==> config.mk <==
export PLATFORM = sky130hd
export DESIGN_NAME = display_page_arbiter_flat
export DESIGN_NICKNAME = d
export VERILOG_FILES = /design/src/rtl/display_page_arbiter_if.sv /design/src/rtl/display_page_arbiter.sv /design/src/flat_wrapper.sv
export SDC_FILE = /design/constraint.sdc
export NUM_CORES = 1
export LEC_CHECK = 0
export CAP_MARGIN = 20
export CORE_ASPECT_RATIO = 2
export CORE_UTILIZATION = 40
export CTS_CLUSTER_DIAMETER = 200
export DETAILED_ROUTE_END_ITERATION = 12
export GPL_TIMING_DRIVEN = 0
export MAX_ROUTING_LAYER = met4
export PLACE_DENSITY = 0.69
export REMOVE_ABC_BUFFERS = 1
export SYNTH_ARGS = -nofsm -noshare
export SYNTH_HDL_FRONTEND = slang
export SYNTH_SLANG_ARGS = --single-unit
==> constraint.sdc <==
create_clock -name clk -period 6.3 [get_ports clk]
set_clock_uncertainty 0.2 [all_clocks]
set_input_delay 1.26 -clock clk [delete_from_list [all_inputs] [get_ports clk]]
set_output_delay 1.26 -clock clk [all_outputs]
set_load 0.03 [all_outputs]
==> src/rtl/display_page_arbiter_if.sv <==
// Request/segment bundle between the two page sources (master side) and the
// display page arbiter (slave side); the arbiter outputs feed the digit-scan controller.
interface display_page_arbiter_if;
  logic        a_req;
  logic [41:0] a_seg;
  logic        b_req;
  logic [41:0] b_seg;
  logic        grant_a;
  logic        grant_b;
  logic [6:0]  out0;
  logic [6:0]  out1;
  logic [6:0]  out2;
  logic [6:0]  out3;
  logic [6:0]  out4;
  logic [6:0]  out5;

  modport master (
    output a_req, a_seg, b_req, b_seg,
    input  grant_a, grant_b, out0, out1, out2, out3, out4, out5
  );

  modport slave (
    input  a_req, a_seg, b_req, b_seg,
    output grant_a, grant_b, out0, out1, out2, out3, out4, out5
  );
endinterface

==> src/rtl/display_page_arbiter.sv <==
// Grants the 6-digit display to page A (PWM status) or page B (alerts) with a minimum hold
// and a blank gap between pages. Optional macro DISPLAY_ARB_ROUND_ROBIN_EN enables round-robin.
module display_page_arbiter #(
  parameter int unsigned HOLD_CYCLES  = 50000000,
  parameter int unsigned BLANK_CYCLES = 1000,
  parameter int unsigned CNT_W        = 26
) (
  input  logic                   clk,
  input  logic                   rst,
  display_page_arbiter_if.slave  bus
);

  localparam logic [41:0]      SEG_OFF    = {6{7'h7F}};
  localparam logic [CNT_W-1:0] HOLD_LAST  = CNT_W'(HOLD_CYCLES - 1);
  localparam logic [CNT_W-1:0] BLANK_LAST = CNT_W'(BLANK_CYCLES - 1);
  localparam logic [CNT_W-1:0] CNT_ONE    = CNT_W'(1);

  typedef enum logic [1:0] {
    IDLE   = 2'd0,
    SHOW_A = 2'd1,
    SHOW_B = 2'd2,
    BLANK  = 2'd3
  } state_t;

  state_t           state_q;
  state_t           state_d;
  logic [CNT_W-1:0] cnt_q;
  logic [CNT_W-1:0] cnt_d;
  logic             grant_a_q;
  logic             grant_a_d;
  logic             grant_b_q;
  logic             grant_b_d;
  logic [41:0]      seg_q;
  logic [41:0]      seg_d;
  logic             hold_done;
  logic             blank_done;
  logic             pick_a;
  logic             pick_b;
  logic             leave_a;
  logic             leave_b;

`ifdef DISPLAY_ARB_ROUND_ROBIN_EN
  // last_b_q = 1 when page B was the most recently shown page
  logic             last_b_q;
  logic             last_b_d;
`endif

  assign hold_done  = (cnt_q == HOLD_LAST);
  assign blank_done = (cnt_q == BLANK_LAST);

  always_comb begin
    pick_b = bus.b_req;
`ifdef DISPLAY_ARB_ROUND_ROBIN_EN
    if (bus.a_req && bus.b_req) begin
      pick_b = ~last_b_q;
    end
`endif
    pick_a = bus.a_req && !pick_b;
  end

  assign leave_a = hold_done && (!bus.a_req || bus.b_req);
`ifdef DISPLAY_ARB_ROUND_ROBIN_EN
  assign leave_b = hold_done && (!bus.b_req || bus.a_req);
`else
  assign leave_b = hold_done && !bus.b_req;
`endif

  // IDLE and the last BLANK cycle share one arbitration path so the winner is
  // entered with its page loaded on the same edge.
  always_comb begin
    state_d   = state_q;
    cnt_d     = cnt_q;
    grant_a_d = 1'b0;
    grant_b_d = 1'b0;
    seg_d     = SEG_OFF;
`ifdef DISPLAY_ARB_ROUND_ROBIN_EN
    last_b_d  = last_b_q;
`endif
    case (state_q)
      IDLE, BLANK: begin
        if ((state_q == BLANK) && !blank_done) begin
          cnt_d = cnt_q + CNT_ONE;
        end else begin
          cnt_d   = '0;
          state_d = IDLE;
          if (pick_b) begin
            state_d   = SHOW_B;
            grant_b_d = 1'b1;
            seg_d     = bus.b_seg;
`ifdef DISPLAY_ARB_ROUND_ROBIN_EN
            last_b_d  = 1'b1;
`endif
          end else if (pick_a) begin
            state_d   = SHOW_A;
            grant_a_d = 1'b1;
            seg_d     = bus.a_seg;
`ifdef DISPLAY_ARB_ROUND_ROBIN_EN
            last_b_d  = 1'b0;
`endif
          end
        end
      end
      SHOW_A: begin
        if (leave_a) begin
          state_d = BLANK;
          cnt_d   = '0;
        end else begin
          grant_a_d = 1'b1;
          seg_d     = bus.a_req ? bus.a_seg : seg_q;
          if (!hold_done) begin
            cnt_d = cnt_q + CNT_ONE;
          end
        end
      end
      SHOW_B: begin
        if (leave_b) begin
          state_d = BLANK;
          cnt_d   = '0;
        end else begin
          grant_b_d = 1'b1;
          seg_d     = bus.b_req ? bus.b_seg : seg_q;
          if (!hold_done) begin
            cnt_d = cnt_q + CNT_ONE;
          end
        end
      end
      default: begin
        state_d = IDLE;
        cnt_d   = '0;
      end
    endcase
  end

  always_ff @(posedge clk or posedge rst) begin
    if (rst) begin
      state_q   <= IDLE;
      cnt_q     <= '0;
      grant_a_q <= 1'b0;
      grant_b_q <= 1'b0;
      seg_q     <= SEG_OFF;
`ifdef DISPLAY_ARB_ROUND_ROBIN_EN
      last_b_q  <= 1'b0;
`endif
    end else begin
      state_q   <= state_d;
      cnt_q     <= cnt_d;
      grant_a_q <= grant_a_d;
      grant_b_q <= grant_b_d;
      seg_q     <= seg_d;
`ifdef DISPLAY_ARB_ROUND_ROBIN_EN
      last_b_q  <= last_b_d;
`endif
    end
  end

  assign bus.grant_a = grant_a_q;
  assign bus.grant_b = grant_b_q;
  assign bus.out0    = seg_q[6:0];
  assign bus.out1    = seg_q[13:7];
  assign bus.out2    = seg_q[20:14];
  assign bus.out3    = seg_q[27:21];
  assign bus.out4    = seg_q[34:28];
  assign bus.out5    = seg_q[41:35];

endmodule

==> src/flat_wrapper.sv <==
// flat-port wrapper written by rule: the top's interface ports become plain ports
module display_page_arbiter_flat 
#(
  parameter int unsigned HOLD_CYCLES  = 50000000,
  parameter int unsigned BLANK_CYCLES = 1000,
  parameter int unsigned CNT_W        = 26
)
  (clk, rst, bus_a_req, bus_a_seg, bus_b_req, bus_b_seg, bus_grant_a, bus_grant_b, bus_out0, bus_out1, bus_out2, bus_out3, bus_out4, bus_out5);
  display_page_arbiter_if bus_i ();
  input  logic clk;
  input  logic rst;
  input wire logic [$bits(bus_i.a_req)-1:0] bus_a_req;
  input wire logic [$bits(bus_i.a_seg)-1:0] bus_a_seg;
  input wire logic [$bits(bus_i.b_req)-1:0] bus_b_req;
  input wire logic [$bits(bus_i.b_seg)-1:0] bus_b_seg;
  output wire logic [$bits(bus_i.grant_a)-1:0] bus_grant_a;
  output wire logic [$bits(bus_i.grant_b)-1:0] bus_grant_b;
  output wire logic [$bits(bus_i.out0)-1:0] bus_out0;
  output wire logic [$bits(bus_i.out1)-1:0] bus_out1;
  output wire logic [$bits(bus_i.out2)-1:0] bus_out2;
  output wire logic [$bits(bus_i.out3)-1:0] bus_out3;
  output wire logic [$bits(bus_i.out4)-1:0] bus_out4;
  output wire logic [$bits(bus_i.out5)-1:0] bus_out5;
  assign bus_i.a_req = bus_a_req;
  assign bus_i.a_seg = bus_a_seg;
  assign bus_i.b_req = bus_b_req;
  assign bus_i.b_seg = bus_b_seg;
  assign bus_grant_a = bus_i.grant_a;
  assign bus_grant_b = bus_i.grant_b;
  assign bus_out0 = bus_i.out0;
  assign bus_out1 = bus_i.out1;
  assign bus_out2 = bus_i.out2;
  assign bus_out3 = bus_i.out3;
  assign bus_out4 = bus_i.out4;
  assign bus_out5 = bus_i.out5;
  display_page_arbiter #(.HOLD_CYCLES(HOLD_CYCLES), .BLANK_CYCLES(BLANK_CYCLES), .CNT_W(CNT_W)) u_core (.clk(clk), .rst(rst), .bus(bus_i));
endmodule
==> impl_metrics.csv, run 1 <==
group,metric,value,unit
outcome,status,"finished, final reports clean",
detailed_routing,viasPerCell,6.174,
yosys,netlist_area,4579,um^2
finish,post-route-util,0.5748,
power_and_ir_drop,ir_drop,0.0002644,V
setup_path,crit_type,"input port to register",
placed_design,dp_hpwl,10210,um
setup_path,start_kind,"input port",
hold_path,holdPathStages,2,
flow_run,maxCapViolations,0,
yosys,synthArstFlopShare,1.000,
detailed_routing,drc,0,
finish,n_fill_cell,967,
sta,layout_worst_path_cycle_share,0.7494,
cts,cts_buffers,9,
sta,max_slew_margin,0.2686,
power_and_ir_drop,p_total,3.159,mW
hold_path,hold_class,"register to register",
placed_design,dp.cells,744,
yosys,ys_types,50,
floorplanning,die_h,153.3,um
yosys,syn_area_per_cell,8.927,um^2
yosys,synthCells,513,
sta,tns,0,ns
detailed_routing,wl_per_cell,19.96,um
detailed_routing,num_vias,4692,
floorplanning,io_pins,132,
cts,htreeDepth,3,
finish,layout-drive-gt1-share,0.1613,
cts,cts_tree,"built",
placed_design,gp_congestion,0.9317,
setup_path,path_depth,7,
power_and_ir_drop,leakage,2.343,nW
sta,max_freq,0.2118,GHz
sta,timing.final.ws_setup,1.579,ns
power_and_ir_drop,swShare,0.4085,
sta,whs,0.2618,ns
yosys,synth-main-ff-cell,"dfstp_2",
detailed_routing,dr.pass1.iters,5,
floorplanning,core,11010,um^2
yosys,ys_ff_latch,72,
cts,clk_path_buf_depth,2,
cts,ctsResizeCount,0,
power_and_ir_drop,p_per_area,499.1,nW/um^2
setup_path,path_cells,"clkdlybuf4s50_1 > inv_1 > a2bb2oi_1 > a31oi_4 > or3_1 > o21ai_0 > a211oi_1",
sta,rsz0062_at_grt,"false",
floorplanning,initial_core_util,0.4158,
finish,n_antenna_cell,0,
cts,path_clk_slew,0.06,ns
power_and_ir_drop,power_frac_clock,0.193,
global_route,grt_max_degree,72,
finish,regArea,1854,um^2
global_route,grt_usage,0.2649,
finish,multi_input_area,2486,um^2
yosys,yosysWarnings,0,
floorplanning,rows,54,
setup_path,reg2regPathDepth,6,
global_route,grt_pass1_vias,4959,
cts,hold_buffers,0,
yosys,synth_edf_count,0,
placed_design,place.port_buffers,131,
finish,area_growth,38.22,%
finish,final_common_cell,"clkdlybuf4s50_1",
power_and_ir_drop,combPwrFrac,0.547,
setup_path,crit_path_end_kind,"register",
global_route,antenna_found_initial,0,
placed_design,pre_cts_slack,1.254,ns
setup_path,crit_buf_inv,2,
sta,post-route-min-period,4.721,ns
finish,final_area,6330,um^2
global_route,grt_pass1_wl,24200,um
yosys,ys_seq_area_frac,0.4049,
cts,cts_root_buffer,"clkbuf_16",
finish,instances_no_fill,760,
floorplanning,chipWidth,77.66,um
power_and_ir_drop,p_switching,1.290,mW
cts,clock_sinks,72,
sta,worst_pin_slew,1.097,ns
setup_path,cp_max_fo,28,
floorplanning,die_area,11910,um^2
setup_path,crit_arrival,4.76,ns
setup_path,slowest_delay,0.77,ns
setup_path,required,6.34,ns
placed_design,placed_area,5974,um^2
detailed_routing,ant_nets,0,
setup_path,cp_slowest_cell,"a31oi_4",
finish,most-common-layout-cells,"clkdlybuf4s50_1 (131), o21ai_0 (71), dfstp_2 (42)",
finish,nets,707,
detailed_routing,finalWirelength,15170,um
power_and_ir_drop,pwr-share-seq,0.260,
power_and_ir_drop,p_int,1.869,mW
cts,clock_latency,0.33,ns
cts,postCtsSetupBuffers,0,
sta,final_max_slew_viol_count,0,
sta,hold_viol_final,0,
global_route,gr-total-overflow,0,
sta,setup_viol,0,
setup_path,path_delay_family,"compound AO/OA/AOI/OAI gates",
detailed_routing,drtIter0Drc,370,
-- final cells by class --
cell class,count,area share
Timing Repair Buffer,134,0.2164
Clock buffer,11,0.03993
Multi-Input combinational cell,375,0.3928
Tap cell,140,0.02767
Sequential cell,72,0.2929
Clock inverter,5,0.01621
Inverter,23,0.01403
-- worst register-to-register path: stages (launching register included) --
cell      delay, ns
dfrtp_1        0.47
or4_1          0.55
or4_4          0.57
o32ai_4        0.85
nand2_1        0.85
o32ai_1        0.53
a211oi_1       0.10
-- sequential cells by signal (all words and copies together) (netlist names) --
name / flops
u_core.bus.grant_a: 1
u_core.bus.grant_b: 1
u_core.cnt_q: 26
u_core.seg_q: 42
u_core.state_q: 2
-- path summary, 6_finish.rpt --
kind,startpoint,to,slack (ns)
setup / recovery,bus_b_req,u_core.seg_q[19],1.58
max in group asynchronous,rst,u_core.seg_q[39],4.38
min in group asynchronous,rst,u_core.seg_q[7],1.10
setup reg to reg,u_core.cnt_q[19],u_core.seg_q[17],2.09
hold reg to reg,u_core.seg_q[1],u_core.seg_q[1],0.26
hold / removal,u_core.seg_q[1],u_core.seg_q[1],0.26
-- power by group through the flow --
stage | logic, mW | registers (mW) | clock network, mW
after global routing | 1.85 | 0.838 | 0.634
after detailed placement | 1.73 | 0.826 | 0
after CTS | 1.73 | 0.819 | 0.617
final | 1.73 | 0.821 | 0.610
after global placement | 1.66 | 0.816 | 0
after floorplan | 0.808 | 1.11 | 0
-- routing by layer --
| metal | track usage | wire length (um) | part of all wire |
|---|---|---|---|
| met4 | 0.1482 | 725 | 0.048 |
| met5 | - | 0 | 0 |
| met2 | 0.4791 | 8162 | 0.54 |
| met3 | 0.04299 | 666 | 0.044 |
| met1 | 0.2624 | 5612 | 0.37 |
-- cell usage after synthesis (15+ instances only) --
| master | n | share of area |
|---|---|---|
| o22ai_1 | 20 | 0.027 |
| a32oi_1 | 18 | 0.034 |
| inv_1 | 23 | 0.019 |
| dfrtp_1 | 30 | 0.16 |
| nand2_1 | 26 | 0.021 |
| clkbuf_1 | 28 | 0.023 |
| nor2_1 | 40 | 0.033 |
| dfstp_2 | 42 | 0.24 |
| a211oi_1 | 15 | 0.025 |
| o21a_1 | 16 | 0.026 |
| o21ai_0 | 71 | 0.078 |
| o32ai_1 | 15 | 0.029 |
| mux2_2 | 18 | 0.044 |
-- cell families (layout without fill, tap and decap cells) --
logic type	count (synthesis)	in the layout	share of synthesized area
buffers and inverters	66	173	0.05929
adders and majority gates	4	4	0.01093
AOI/OAI and AO/OA	204	204	0.2981
xor gates and xnor gates	24	24	0.04590
muxes	18	18	0.04426
and+or+nand+nor	125	125	0.1366
DFF	72	72	0.4049
No activity file was read; power rests on OpenSTA's default activity.
==> inputs of run 2 (changes only) <==
==> constraint.sdc (replaced) <==
create_clock -name clk -period 4.5 [get_ports clk]
set_clock_uncertainty 0.2 [all_clocks]
set_input_delay 0.9 -clock clk [delete_from_list [all_inputs] [get_ports clk]]
set_output_delay 0.9 -clock clk [all_outputs]
set_load 0.03 [all_outputs]
==> run 2 against run 1 <==
Against the previous run:
- non-clock buffer count is the same
- utilization grew 0.12 points
- clock power grew 40%
- highest routed layer unchanged
- total power grew 40%
- global-route usage is the same
- wire length grew 0.93%
- cell area grew 0.22%
- largest power group unchanged
- clock-buffer cell count is the same
- first-iteration DRC count shrank 1.4%
- die area is the same
- critical endpoint is now u_core.seg_q[14]
==> impl_metrics.csv, run 2 (synthesis results as in run 1) <==
group,metric,value,unit
cts,clock_latency,0.33,ns
finish,nets,708,
finish,final_area,6344,um^2
cts,clock_sinks,72,
floorplanning,die_area,11910,um^2
placed_design,dp_hpwl,10210,um
sta,post-route-min-period,4.195,ns
finish,instances_no_fill,761,
floorplanning,rows,54,
cts,ctsResizeCount,0,
cts,clk_path_buf_depth,2,
finish,n_antenna_cell,0,
detailed_routing,num_vias,4729,
global_route,grt_pass1_vias,4959,
floorplanning,initial_core_util,0.4158,
power_and_ir_drop,leakage,2.346,nW
setup_path,crit_type,"register to register",
placed_design,gp_congestion,0.9317,
floorplanning,die_h,153.3,um
flow_run,maxCapViolations,0,
detailed_routing,drc,0,
global_route,gr-total-overflow,0,
finish,post-route-util,0.5760,
finish,largest_register_ffs,42,
setup_path,cp_max_fo,24,
power_and_ir_drop,p_per_area,697.6,nW/um^2
cts,postCtsSetupBuffers,0,
finish,layout-drive-gt1-share,0.1626,
global_route,antenna_found_initial,0,
sta,setup_viol,0,
finish,area_growth,38.52,%
detailed_routing,viasPerCell,6.214,
detailed_routing,finalWirelength,15310,um
hold_path,hold_class,"register to register",
detailed_routing,ant_nets,0,
sta,layout_worst_path_cycle_share,0.9321,
floorplanning,io_pins,132,
sta,rsz0062_at_grt,"false",
sta,max_freq,0.2384,GHz
detailed_routing,wl_per_cell,20.12,um
finish,final_common_cell,"clkdlybuf4s50_1",
setup_path,start_kind,"register",
sta,hold_viol_final,0,
detailed_routing,dr.pass1.iters,5,
global_route,grt_usage,0.2649,
global_route,grt_pass1_wl,24200,um
sta,max_slew_margin,0.2620,
sta,whs,0.2635,ns
cts,cts_root_buffer,"clkbuf_16",
setup_path,required,4.55,ns
outcome,status,"finished, final reports clean",
sta,final_max_slew_viol_count,0,
setup_path,crit_path_end_kind,"register",
detailed_routing,drtIter0Drc,365,
sta,timing.final.ws_setup,0.3054,ns
cts,cts_tree,"built",
cts,hold_buffers,0,
sta,worst_pin_slew,1.107,ns
global_route,grt_max_degree,72,
setup_path,crit_arrival,4.25,ns
placed_design,dp.cells,744,
floorplanning,chipWidth,77.66,um
finish,most-common-layout-cells,"clkdlybuf4s50_1 (131), o21ai_0 (71), dfstp_2 (42)",
cts,htreeDepth,3,
power_and_ir_drop,ir_drop,0.0003676,V
floorplanning,core,11010,um^2
finish,regMostFlops,"u_core.seg_q",
placed_design,placed_area,5974,um^2
placed_design,pre_cts_slack,-0.1859,ns
cts,path_clk_slew,0.06,ns
cts,cts_buffers,9,
finish,largestRegisters,"u_core.seg_q (42), u_core.cnt_q (26), u_core.state_q (2)",
placed_design,place.port_buffers,131,
-- run 2: cell count changes in the layout (fill, tap and decap cells not counted), sizes merged --
cell / change
a31oi: +1
-- run 2: final cells by class --
type                       instances  area (um^2)
clock buffer                      11        252.7
clock inverter                     5        102.6
fill                             969         4669
inverter                          23        88.84
multi-input combinational        376         2500
sequential                        72         1854
tap                              140        175.2
timing repair buffer             134         1370
-- run 2: metrics by stage --
stage                     power (mW)  TNS [ns]
after detailed placement       3.572    -3.108
after CTS                      4.437         0
after global routing           4.664         0
after global placement         3.461    -33.62
after floorplan                2.690         0
final                          4.425         0
-- run 2: report_power, final --
part | leakage [nW] | internal, mW | switching (mW)
registers | 0.850 | 1.02 | 0.123
clock network | 0.172 | 0.571 | 0.280
logic | 1.32 | 1.02 | 1.40
total | 2.35 | 2.62 | 1.81
-- run 2: worst paths after layout --
kind                            cells past startpoint  slack (ns)              from          endpoint
max in group asynchronous                           3        2.94               rst   u_core.seg_q[9]
worst min register to register                      2        0.26   u_core.seg_q[1]   u_core.seg_q[1]
min in group asynchronous                           2        0.74               rst   u_core.seg_q[7]
worst max-delay path                                6        0.31  u_core.cnt_q[19]  u_core.seg_q[14]
worst min-delay path                                2        0.26   u_core.seg_q[1]   u_core.seg_q[1]
worst max register to register                      6        0.31  u_core.cnt_q[19]  u_core.seg_q[14]
-- run 2: critical path, stage by stage (launching register included) --
cell	delay [ns]
dfrtp_1	0.47
or4_1	0.55
or4_4	0.57
o32ai_4	0.86
nand2_1	0.83
o32ai_1	0.53
a211oi_1	0.09
-- run 2: routing by layer --
layer,share of wire,GRT usage,vias to the layer above
li1,-,-,2129
met1,0.36,0.2624,2327
met2,0.54,0.4791,220
met3,0.052,0.04299,53
met4,0.046,0.1482,0
met5,0,-,-
